--- src/rtl/deconv_col_feeder_if.sv ---
// Column feeder bus: buffer write port, stream handshakes and the load-pulse outputs.
// master = producer/datapath side, slave = deconv_col_feeder.
interface deconv_col_feeder_if #(
    parameter int WEIGHT_SIZE  = 5,
    parameter int BIT_WIDTH    = 8,
    parameter int FEATURE_SIZE = 8,
    parameter int N_CHANNEL    = 4,
    parameter int MAXS         = (WEIGHT_SIZE > FEATURE_SIZE) ? WEIGHT_SIZE : FEATURE_SIZE,
    parameter int ADDR_W       = (MAXS > 1) ? $clog2(MAXS) : 1
);
    localparam int KID_W = (WEIGHT_SIZE > 1) ? $clog2(WEIGHT_SIZE) : 1;
    localparam int FID_W = (FEATURE_SIZE > 1) ? $clog2(FEATURE_SIZE) : 1;

    logic                          i_wr_en;
    logic                          i_wr_sel;
    logic [ADDR_W-1:0]             i_wr_addr;
    logic [BIT_WIDTH*MAXS-1:0]     i_wr_data;
    logic                          i_start;
    logic                          i_fifo_loop;
    logic                          i_prcs_new_wcoln;
    logic                          i_prcs_new_chnl;
    logic [BIT_WIDTH*WEIGHT_SIZE-1:0]  o_weight_col;
    logic [BIT_WIDTH*FEATURE_SIZE-1:0] o_feature_map_col;
    logic                          o_enable_loadw;
    logic                          o_enable_loadip;
    logic [KID_W-1:0]              o_kernel_col_id;
    logic [FID_W-1:0]              o_input_col_id;
    logic                          o_ready;
    logic                          o_done;
    logic                          o_wr_drop;

    modport master (
        output i_wr_en, i_wr_sel, i_wr_addr, i_wr_data, i_start,
               i_fifo_loop, i_prcs_new_wcoln, i_prcs_new_chnl,
        input  o_weight_col, o_feature_map_col, o_enable_loadw, o_enable_loadip,
               o_kernel_col_id, o_input_col_id, o_ready, o_done, o_wr_drop
    );

    modport slave (
        input  i_wr_en, i_wr_sel, i_wr_addr, i_wr_data, i_start,
               i_fifo_loop, i_prcs_new_wcoln, i_prcs_new_chnl,
        output o_weight_col, o_feature_map_col, o_enable_loadw, o_enable_loadip,
               o_kernel_col_id, o_input_col_id, o_ready, o_done, o_wr_drop
    );
endinterface

--- src/rtl/deconv_col_feeder.sv ---
// Buffers one kernel and one feature map, then streams weight/feature columns as
// load pulses into the deconv column datapath, paced by the datapath's handshakes.
module deconv_col_feeder #(
    parameter int WEIGHT_SIZE  = 5,
    parameter int BIT_WIDTH    = 8,
    parameter int FEATURE_SIZE = 8,
    parameter int N_CHANNEL    = 4,
    parameter int MAXS         = (WEIGHT_SIZE > FEATURE_SIZE) ? WEIGHT_SIZE : FEATURE_SIZE,
    parameter int ADDR_W       = (MAXS > 1) ? $clog2(MAXS) : 1
) (
    input  logic               i_clk,
    input  logic               i_rst,
    deconv_col_feeder_if.slave bus
);
    localparam int WW  = BIT_WIDTH * WEIGHT_SIZE;
    localparam int FW  = BIT_WIDTH * FEATURE_SIZE;
    localparam int K_W = (WEIGHT_SIZE > 1) ? $clog2(WEIGHT_SIZE) : 1;
    localparam int F_W = (FEATURE_SIZE > 1) ? $clog2(FEATURE_SIZE) : 1;
    localparam int C_W = (N_CHANNEL > 1) ? $clog2(N_CHANNEL) : 1;
    localparam logic [K_W-1:0] K_LAST = K_W'(WEIGHT_SIZE - 1);
    localparam logic [F_W-1:0] F_LAST = F_W'(FEATURE_SIZE - 1);
    localparam logic [C_W-1:0] C_LAST = C_W'(N_CHANNEL - 1);

    typedef enum logic [2:0] {
        S_IDLE, S_LOAD_W, S_LOAD_IP, S_WAIT_IP, S_WAIT_WCOL, S_WAIT_CHNL, S_DONE
    } state_t;

    state_t           r_state, w_state_nxt;
    logic [K_W-1:0]   r_k, w_k_nxt;
    logic [F_W-1:0]   r_f, w_f_nxt;
    logic [C_W-1:0]   r_c, w_c_nxt;

    logic [WW-1:0]    r_wbuf [WEIGHT_SIZE];
    logic [FW-1:0]    r_fbuf [FEATURE_SIZE];

    logic [WW-1:0]    r_weight_col;
    logic [FW-1:0]    r_feature_col;
    logic             r_loadw, r_loadip, r_done, r_wr_drop;

    logic             w_wr_inrange, w_wr_ok;
    logic [WW-1:0]    w_wcol_src;

    always_comb begin
        w_wr_inrange = bus.i_wr_sel ? (int'(bus.i_wr_addr) < FEATURE_SIZE)
                                    : (int'(bus.i_wr_addr) < WEIGHT_SIZE);
        w_wr_ok      = bus.i_wr_en && !i_rst && (r_state == S_IDLE) && w_wr_inrange;
    end

    always_ff @(posedge i_clk) begin
        if (w_wr_ok) begin
            if (bus.i_wr_sel)
                r_fbuf[bus.i_wr_addr[F_W-1:0]] <= bus.i_wr_data[FW-1:0];
            else
                r_wbuf[bus.i_wr_addr[K_W-1:0]] <= bus.i_wr_data[WW-1:0];
        end
    end

    always_comb begin
        w_state_nxt = r_state;
        w_k_nxt     = r_k;
        w_f_nxt     = r_f;
        w_c_nxt     = r_c;
        unique case (r_state)
            S_IDLE: begin
                if (bus.i_start) begin
                    w_k_nxt     = '0;
                    w_f_nxt     = '0;
                    w_c_nxt     = '0;
                    w_state_nxt = S_LOAD_W;
                end
            end
            S_LOAD_W:  w_state_nxt = S_LOAD_IP;
            S_LOAD_IP: w_state_nxt = S_WAIT_IP;
            S_WAIT_IP: begin
                if (bus.i_fifo_loop) begin
                    if (r_f < F_LAST) begin
                        w_f_nxt     = r_f + 1'b1;
                        w_state_nxt = S_LOAD_IP;
                    end else begin
                        w_f_nxt     = '0;
                        w_state_nxt = S_WAIT_WCOL;
                    end
                end
            end
            S_WAIT_WCOL: begin
                if (bus.i_prcs_new_wcoln) begin
                    if (r_k < K_LAST) begin
                        w_k_nxt     = r_k + 1'b1;
                        w_state_nxt = S_LOAD_W;
                    end else begin
                        w_k_nxt     = '0;
                        w_state_nxt = (r_c < C_LAST) ? S_WAIT_CHNL : S_DONE;
                    end
                end
            end
            S_WAIT_CHNL: begin
                if (bus.i_prcs_new_chnl) begin
                    w_c_nxt     = r_c + 1'b1;
                    w_state_nxt = S_LOAD_W;
                end
            end
            S_DONE:  w_state_nxt = S_IDLE;
            default: w_state_nxt = S_IDLE;
        endcase
    end

    // A weight write landing on the same edge as i_start must reach the first column.
    always_comb begin
        w_wcol_src = r_wbuf[w_k_nxt];
        if (w_wr_ok && !bus.i_wr_sel && (bus.i_wr_addr[K_W-1:0] == w_k_nxt))
            w_wcol_src = bus.i_wr_data[WW-1:0];
    end

    always_ff @(posedge i_clk) begin
        if (i_rst) begin
            r_state       <= S_IDLE;
            r_k           <= '0;
            r_f           <= '0;
            r_c           <= '0;
            r_loadw       <= 1'b0;
            r_loadip      <= 1'b0;
            r_done        <= 1'b0;
            r_wr_drop     <= 1'b0;
            r_weight_col  <= '0;
            r_feature_col <= '0;
        end else begin
            r_state   <= w_state_nxt;
            r_k       <= w_k_nxt;
            r_f       <= w_f_nxt;
            r_c       <= w_c_nxt;
            r_loadw   <= (w_state_nxt == S_LOAD_W);
            r_loadip  <= (w_state_nxt == S_LOAD_IP);
            r_done    <= (w_state_nxt == S_DONE);
            r_wr_drop <= bus.i_wr_en && !w_wr_ok;
            if (w_state_nxt == S_LOAD_W)
                r_weight_col <= w_wcol_src;
            if (w_state_nxt == S_LOAD_IP)
                r_feature_col <= r_fbuf[w_f_nxt];
        end
    end

    assign bus.o_weight_col      = r_weight_col;
    assign bus.o_feature_map_col = r_feature_col;
    assign bus.o_enable_loadw    = r_loadw;
    assign bus.o_enable_loadip   = r_loadip;
    assign bus.o_kernel_col_id   = r_k;
    assign bus.o_input_col_id    = r_f;
    assign bus.o_ready           = (r_state == S_IDLE);
    assign bus.o_done            = r_done;
    assign bus.o_wr_drop         = r_wr_drop;
endmodule

--- src/flat_wrapper.sv ---
// flat-port wrapper written by rule: the top's interface ports become plain ports
module deconv_col_feeder_flat 
#(
    parameter int WEIGHT_SIZE  = 5,
    parameter int BIT_WIDTH    = 8,
    parameter int FEATURE_SIZE = 8,
    parameter int N_CHANNEL    = 4,
    parameter int MAXS         = (WEIGHT_SIZE > FEATURE_SIZE) ? WEIGHT_SIZE : FEATURE_SIZE,
    parameter int ADDR_W       = (MAXS > 1) ? $clog2(MAXS) : 1
)
  (i_clk, i_rst, bus_i_wr_en, bus_i_wr_sel, bus_i_wr_addr, bus_i_wr_data, bus_i_start, bus_i_fifo_loop, bus_i_prcs_new_wcoln, bus_i_prcs_new_chnl, bus_o_weight_col, bus_o_feature_map_col, bus_o_enable_loadw, bus_o_enable_loadip, bus_o_kernel_col_id, bus_o_input_col_id, bus_o_ready, bus_o_done, bus_o_wr_drop);
  deconv_col_feeder_if #(.WEIGHT_SIZE(WEIGHT_SIZE), .BIT_WIDTH(BIT_WIDTH), .FEATURE_SIZE(FEATURE_SIZE), .N_CHANNEL(N_CHANNEL), .MAXS(MAXS), .ADDR_W(ADDR_W)) bus_i ();
  input  logic i_clk;
  input  logic i_rst;
  input wire logic [$bits(bus_i.i_wr_en)-1:0] bus_i_wr_en;
  input wire logic [$bits(bus_i.i_wr_sel)-1:0] bus_i_wr_sel;
  input wire logic [$bits(bus_i.i_wr_addr)-1:0] bus_i_wr_addr;
  input wire logic [$bits(bus_i.i_wr_data)-1:0] bus_i_wr_data;
  input wire logic [$bits(bus_i.i_start)-1:0] bus_i_start;
  input wire logic [$bits(bus_i.i_fifo_loop)-1:0] bus_i_fifo_loop;
  input wire logic [$bits(bus_i.i_prcs_new_wcoln)-1:0] bus_i_prcs_new_wcoln;
  input wire logic [$bits(bus_i.i_prcs_new_chnl)-1:0] bus_i_prcs_new_chnl;
  output wire logic [$bits(bus_i.o_weight_col)-1:0] bus_o_weight_col;
  output wire logic [$bits(bus_i.o_feature_map_col)-1:0] bus_o_feature_map_col;
  output wire logic [$bits(bus_i.o_enable_loadw)-1:0] bus_o_enable_loadw;
  output wire logic [$bits(bus_i.o_enable_loadip)-1:0] bus_o_enable_loadip;
  output wire logic [$bits(bus_i.o_kernel_col_id)-1:0] bus_o_kernel_col_id;
  output wire logic [$bits(bus_i.o_input_col_id)-1:0] bus_o_input_col_id;
  output wire logic [$bits(bus_i.o_ready)-1:0] bus_o_ready;
  output wire logic [$bits(bus_i.o_done)-1:0] bus_o_done;
  output wire logic [$bits(bus_i.o_wr_drop)-1:0] bus_o_wr_drop;
  assign bus_i.i_wr_en = bus_i_wr_en;
  assign bus_i.i_wr_sel = bus_i_wr_sel;
  assign bus_i.i_wr_addr = bus_i_wr_addr;
  assign bus_i.i_wr_data = bus_i_wr_data;
  assign bus_i.i_start = bus_i_start;
  assign bus_i.i_fifo_loop = bus_i_fifo_loop;
  assign bus_i.i_prcs_new_wcoln = bus_i_prcs_new_wcoln;
  assign bus_i.i_prcs_new_chnl = bus_i_prcs_new_chnl;
  assign bus_o_weight_col = bus_i.o_weight_col;
  assign bus_o_feature_map_col = bus_i.o_feature_map_col;
  assign bus_o_enable_loadw = bus_i.o_enable_loadw;
  assign bus_o_enable_loadip = bus_i.o_enable_loadip;
  assign bus_o_kernel_col_id = bus_i.o_kernel_col_id;
  assign bus_o_input_col_id = bus_i.o_input_col_id;
  assign bus_o_ready = bus_i.o_ready;
  assign bus_o_done = bus_i.o_done;
  assign bus_o_wr_drop = bus_i.o_wr_drop;
  deconv_col_feeder #(.WEIGHT_SIZE(WEIGHT_SIZE), .BIT_WIDTH(BIT_WIDTH), .FEATURE_SIZE(FEATURE_SIZE), .N_CHANNEL(N_CHANNEL), .MAXS(MAXS), .ADDR_W(ADDR_W)) u_core (.i_clk(i_clk), .i_rst(i_rst), .bus(bus_i));
endmodule
--- config.mk ---
export PLATFORM = sky130hd
export DESIGN_NAME = deconv_col_feeder_flat
export DESIGN_NICKNAME = d
export VERILOG_FILES = /design/src/rtl/deconv_col_feeder_if.sv /design/src/rtl/deconv_col_feeder.sv /design/src/flat_wrapper.sv
export SDC_FILE = /design/constraint.sdc
export NUM_CORES = 1
export LEC_CHECK = 0
export ABC_AREA = 1
export CAP_MARGIN = 10
export CORE_MARGIN = 5
export CORE_UTILIZATION = 55
export CTS_CLUSTER_DIAMETER = 60
export CTS_CLUSTER_SIZE = 12
export DETAILED_ROUTE_END_ITERATION = 8
export PLACE_DENSITY_LB_ADDON = 0.3
export SKIP_CTS_REPAIR_TIMING = 1
export SYNTH_ARGS = -nofsm -noshare
export SYNTH_HDL_FRONTEND = slang
export SYNTH_SLANG_ARGS = --single-unit
export TNS_END_PERCENT = 100
--- constraint.sdc ---
create_clock -name i_clk -period 9.5 [get_ports i_clk]
set_input_delay 1.425 -clock i_clk [delete_from_list [all_inputs] [get_ports i_clk]]
set_output_delay 1.425 -clock i_clk [all_outputs]
set_load 0.05 [all_outputs]
==> results.tsv, run 1 <==
metric	value	unit
status	finished, final reports clean	
h-tree-depth	3	
timing.final.crit_share	0.4958	
rr_worst_depth	13	
worstPathRequired	10.04	ns
synth.distinct_cells	31	
die_h	258.2	um
ys.flop_type	edfxtp_1	
synthAdderAreaFrac	0.001107	
tightest_slew	1.308	ns
vias	23940	
drtIter0Drc	2579	
cts_tree	done	
whs_endpoint	u_core.r_c[1]$_SDFFE_PP0P_	
finalSetupTns	0	ns
ir_drop	170.8	uV
top_level_ports	190	
synthXorXnorAreaFrac	0	
num_rows	91	
die_x	258.2	um
synth_seq_cells	831	
p_per_area	233.1	nW/um^2
grt_antenna_before_repair	2	
use_met3	0.03868	
dp_hpwl	45.56	mm
hold_path_class	flip-flop to flip-flop	
totalWireLength	85.04	mm
timing.hold.ws	0.5362	ns
timing.final.hold_violations	0	
relSlewSlack	0.1281	
final-max-slew-violation-count	0	
leakagePower	14.76	nW
start_util	0.5523	
synthMuxAreaShare	0	
synth_area_per_cell	10.67	um^2
min_from	u_core.r_c[1]$_SDFFE_PP0P_	
use_met1	0.3581	
grt_pass1_wl	130.2	mm
cts.sinks	831	
drc	0	
finalNetCount	3361	
area_growth	13.87	%
end_kind	flip-flop	
r2r_setup_slack	5.37	ns
use_met2	0.3974	
whs_path_depth	2	
drtPass1Iterations	5	
total_power	8.996	mW
final_area	38600	um^2
yosys.area_share.simple	0.2305	
antenna_left	0	
finalCriticalPeriod	4.710	ns
core_region_area	61370	um^2
fmax	212.3	MHz
synth_edf_count	712	
critPathKind	input port to flip-flop	
synthArstFlopShare	0	
drive_above_1_share	0.06130	
root_buffer	clkbuf_16	
rsz0062_at_grt	no	
portBuffers	189	
detail_route.wl_per_cell	20.56	um
fin_skew	0.01744	ns
via_per_inst	5.787	
grt_use_total	0.2479	
cp_max_fo	82	
grt_max_degree	257	
reg2reg_to	u_core.bus.o_feature_map_col[13]$_SDFFE_PP0N_	
synth_top_family_by_area	simple AND/OR/NAND/NOR gates	
path_clk_slew	0.06	ns
netlist_area	33890	um^2
yosys_warnings	0	
cts_made_buffers	79	
die-area	66690	um^2
synth_compound_area_frac	0.03263	
grt_pass1_vias	22770	
synth.largest_area_cell	edfxtp_1	
synthTopCellsByArea	edfxtp_1 63%, nand2_1 14%, nand3_1 7.8%	
synth_top_area_frac	0.6308	
startpoint_type	input port	
clk_latency	0.61	ns
synth_cells	3178	
synth-seq-area-share	0.7011	
syn_nets	3256	
top_usage_layer	met2	
clockBufferDepth	3	
maxCapViolCount	0	
cp.arrival	5.25	ns
gp_congestion	0.8286	
r2r_start	u_core.r_state[2]$_SDFF_PP0_	
setup_viol_count_final	0	
grt_overflow_total	0	
placed_cell_area	36330	um^2
pre_cts_ws	4.217	ns
crit_start	bus_i_prcs_new_wcoln	
layout_setup_ws	4.790	ns
==> layer usage <==
| metal | share of wire | vias up |
|---|---|---|
| met5 | 0.00015 | - |
| met4 | 0.021 | 2 |
| met3 | 0.10 | 135 |
| met2 | 0.47 | 1264 |
| met1 | 0.40 | 11470 |
| li1 | - | 11070 |
==> worst max-delay path by stage <==
stage / cells past startpoint / endpoint / slack [ns]
finish: 14 / u_core.bus.o_weight_col[29]$_SDFFE_PP0N_ / 4.79
global route: 14 / u_core.bus.o_weight_col[29]$_SDFFE_PP0N_ / 4.52
CTS: 14 / u_core.bus.o_weight_col[29]$_SDFFE_PP0N_ / 4.86
detailed placement: 14 / u_core.bus.o_weight_col[29]$_SDFFE_PP0N_ / 4.22
global placement: 14 / u_core.bus.o_weight_col[29]$_SDFFE_PP0N_ / 4.36
floorplan: 5 / u_core.r_wbuf[1][0]$_DFFE_PP_ / 4.33
==> cell usage after synthesis (5+ instances only) <==
library cell  instances
or2_2                39
a21oi_1             108
clkbuf_1             71
nor2_1               29
buf_1                11
inv_1                59
nand3_1             526
o21ai_1               5
nand2_1            1234
inv_2                 6
o21ai_0             104
nor3_1                5
edfxtp_1            712
buf_2               119
dfxtp_1             119
==> per-stage QoR <==
| stage | cells | util |
|---|---|---|
| after CTS | 4134 | 0.6288 |
| after global placement | 3992 | 0.5920 |
| after detailed placement | 3992 | 0.5920 |
| after global routing | 4135 | 0.6289 |
| final | 4136 | 0.6289 |
| after floorplan | 3178 | - |
==> critical path: stages <==
cell and delay, ns:
clkdlybuf4s50_1 0.52, nand2_1 0.15, nand2_1 0.07, nand3_2 0.14
nand2_4 0.05, buf_4 0.38, nand2_1 0.19, nand2_1 0.11
nor2_4 0.79, nand2_1 0.61, buf_4 0.46, nand3_1 0.14
nand2_1 0.06, a21oi_1 0.13
==> flip-flops by register name (all words and copies together), names as in the netlist <==
name                          cells
u_core.bus.o_done                 1
u_core.r_state                    3
u_core.bus.o_enable_loadip        1
u_core.bus.o_weight_col          40
u_core.bus.o_input_col_id         3
u_core.bus.o_wr_drop              1
u_core.r_fbuf                   512
u_core.bus.o_kernel_col_id        3
u_core.bus.o_enable_loadw         1
u_core.r_wbuf                   200
u_core.r_c                        2
u_core.bus.o_feature_map_col     64
==> cell families after synthesis <==
logic type,after synthesis
fa+ha+maj,3
buf+inv,270
flops,831
simple gates,1855
compound gates,219
==> where the power goes <==
group | total, mW | leakage [nW] | switching, mW | internal [mW]
Combinational | 1.97 | 6.31 | 1.43 | 0.541
Clock | 2.86 | 1.07 | 1.27 | 1.59
Sequential | 4.17 | 7.39 | 0.0812 | 4.09
Total | 9.00 | 14.8 | 2.78 | 6.22
==> placed cells by master (no fill, tap or decap), types with 4 or more instances in the layout <==
cell type        synthesis  layout
nand2_4                  1       4
buf_4                    3      38
clkbuf_16                0      81
clkbuf_1                71      59
edfxtp_1               712     712
o21ai_0                104     104
or2_2                   39      39
inv_1                   59      57
nor2_1                  29      17
nand3_1                526     524
clkdlybuf4s50_1          0     189
nor2_4                   1      15
inv_2                    6       8
nand2_1               1234    1231
o21ai_1                  5       4
a21oi_1                108     108
dfxtp_1                119     119
==> cell type report <==
type	count	area, um^2
Multi-Input combinational cell	2077	9133
Inverter	66	249.0
Clock inverter	2	12.51
Antenna cell	2	5.005
Sequential cell	831	23760
Timing Repair Buffer	228	2197
Clock buffer	140	2248
Fill cell	4626	22770
Tap cell	790	988.4
Power figures use the tool's default switching activity.
==> run 2, diff against run 1 <==
CORE_UTILIZATION = 54   (was 55)
clock period = 4.2 ns   (was 9.5 ns; I/O delays follow)
==> results.tsv, run 2 (synthesis results as in run 1) <==
metric	value	unit
status	finished, final reports clean	
grt_max_degree	147	
dpl.cell_count	4065	
num_rows	91	
rsz0062_at_grt	no	
vias	24120	
ir_drop	349.7	uV
cts.sinks	831	
grt_overflow_total	0	
die-area	67880	um^2
reg2reg_to	u_core.bus.o_weight_col[13]$_SDFFE_PP0N_	
grt_antenna_before_repair	1	
h-tree-depth	3	
relSlewSlack	0.2787	
timing.hold.ws	0.5429	ns
totalWireLength	87.16	mm
clockBufferDepth	3	
drc	0	
fin_skew	0.02126	ns
cts_tree	done	
whs_path_depth	2	
drtIter0Drc	2641	
root_buffer	clkbuf_16	
cp_max_fo	6	
r2r_start	u_core.bus.o_kernel_col_id[0]$_SDFF_PP0_	
slowest_delay	0.89	ns
grt_pass1_vias	23420	
final_area	39320	um^2
most-common-layout-cells	1230 x nand2_1, 712 x edfxtp_1, 524 x nand3_1, 189 x clkdlybuf4s50_1, 119 x dfxtp_1	
pwr-share-comb	0.221	
antenna_left	0	
via_per_inst	5.732	
power.share.switching	0.3099	
layout.cells.non_filler	4208	
p_per_area	527.1	nW/um^2
setup_viol_count_final	0	
leakagePower	15.05	nW
whs_endpoint	u_core.bus.o_feature_map_col[58]$_SDFFE_PP0N_	
p_clk_frac	0.323	
p_int	14.30	mW
gp_congestion	0.8697	
final_common_cell	nand2_1	
antenna_cells	0	
top_level_ports	190	
finalNetCount	3387	
min_from	u_core.bus.o_feature_map_col[58]$_SDFFE_PP0N_	
r2r_setup_slack	1.44	ns
p_seq_frac	0.456	
largest_reg_flops	512	
timing.final.crit_share	0.7125	
area_growth	16.00	%
start_util	0.5472	
detail_route.wl_per_cell	20.71	um
fmax	334.2	MHz
portBuffers	189	
timing.final.hold_violations	0	
end_kind	output pin	
critPathKind	flip-flop to output pin	
drtPass1Iterations	6	
switchingPower	6.422	mW
crit_path_top_delay_cell	clkdlybuf4s50_1	
worstPathRequired	3.57	ns
die_h	260.5	um
dp_hpwl	47.39	mm
drive_above_1_share	0.07031	
hold_path_class	flip-flop to flip-flop	
die_x	260.5	um
final-max-slew-violation-count	0	
startpoint_type	flip-flop	
path_clk_slew	0.06	ns
maxCapViolCount	0	
finalCriticalPeriod	2.992	ns
core_region_area	61940	um^2
tightest_slew	1.082	ns
cts_made_buffers	79	
grt_use_total	0.2514	
placed_cell_area	36960	um^2
cp.arrival	2.36	ns
clk_latency	0.63	ns
grt_pass1_wl	132.7	mm
rr_worst_depth	13	
crit_chain	inv_2 -> nand2_1 -> nor2_1 -> clkdlybuf4s50_1	
==> run 2: cell types whose count changed in the layout (fill, tap and decap cells not counted), sizes merged <==
cell,previous run,this run
clkinvlp,1,0
bufinv,0,1
buf,39,65
inv,65,68
diode,2,0
clkbuf,140,138
==> run 2: final cells by class <==
class | instances | area [um^2]
Clock buffer | 138 | 2293
Fill cell | 4619 | 22620
Sequential cell | 831 | 23760
Clock inverter | 5 | 60.06
Tap cell | 837 | 1047
Timing Repair Buffer | 254 | 2768
Inverter | 66 | 249.0
Multi-Input combinational cell | 2077 | 9135
==> run 2: power groups by stage <==
stage / registers [mW] / clock network (mW) / logic (mW)
2_1_floorplan: 10.4 / 0 / 2.30
3_3_place_gp: 9.61 / 0 / 4.42
3_5_place_dp: 9.61 / 0 / 4.54
4_1_cts: 9.45 / 6.78 / 4.57
5_1_grt: 9.47 / 7.11 / 4.99
6_report: 9.45 / 6.70 / 4.58
==> run 2: stage by stage <==
stage                     total power [mW]  setup TNS (ns)    util  setup WS [ns]
after global routing                 21.57               0  0.6347          1.181
after global placement               14.03               0  0.5967          1.070
final                                20.72               0  0.6347          1.208
after floorplan                      12.65          -14.30       -        -0.1787
after CTS                            20.80               0  0.6347          1.233
after detailed placement             14.15               0  0.5967         0.9651
==> run 2: worst max-delay path by stage <==
stage | startpoint | to | depth (start not counted)
2_1_floorplan | bus_i_wr_addr[0] | u_core.r_wbuf[1][0]$_DFFE_PP_ | 5
3_3_place_gp | bus_i_wr_en | u_core.r_fbuf[1][44]$_DFFE_PP_ | 8
3_5_place_dp | bus_i_prcs_new_wcoln | u_core.bus.o_weight_col[35]$_SDFFE_PP0N_ | 14
4_1_cts | u_core.r_state[0]$_SDFF_PP0_ | bus_o_ready | 4
5_1_grt | u_core.r_state[0]$_SDFF_PP0_ | bus_o_ready | 4
6_report | u_core.r_state[0]$_SDFF_PP0_ | bus_o_ready | 4
==> run 2: per-layer routing <==
| layer | part of all wire | track usage | vias up |
|---|---|---|---|
| met3 | 0.10 | 0.04741 | 139 |
| li1 | - | - | 11130 |
| met4 | 0.020 | 0.06912 | 0 |
| met5 | 0 | 0.001462 | - |
| met1 | 0.40 | 0.3527 | 11610 |
| met2 | 0.48 | 0.4086 | 1242 |
==> run 2: worst max-delay path: cells and delay by family, from the launching register on <==
kind | cells | cell delay (ns)
buf+inv | 2 | 0.97
simple gates | 2 | 0.39
flops | 1 | 0.37
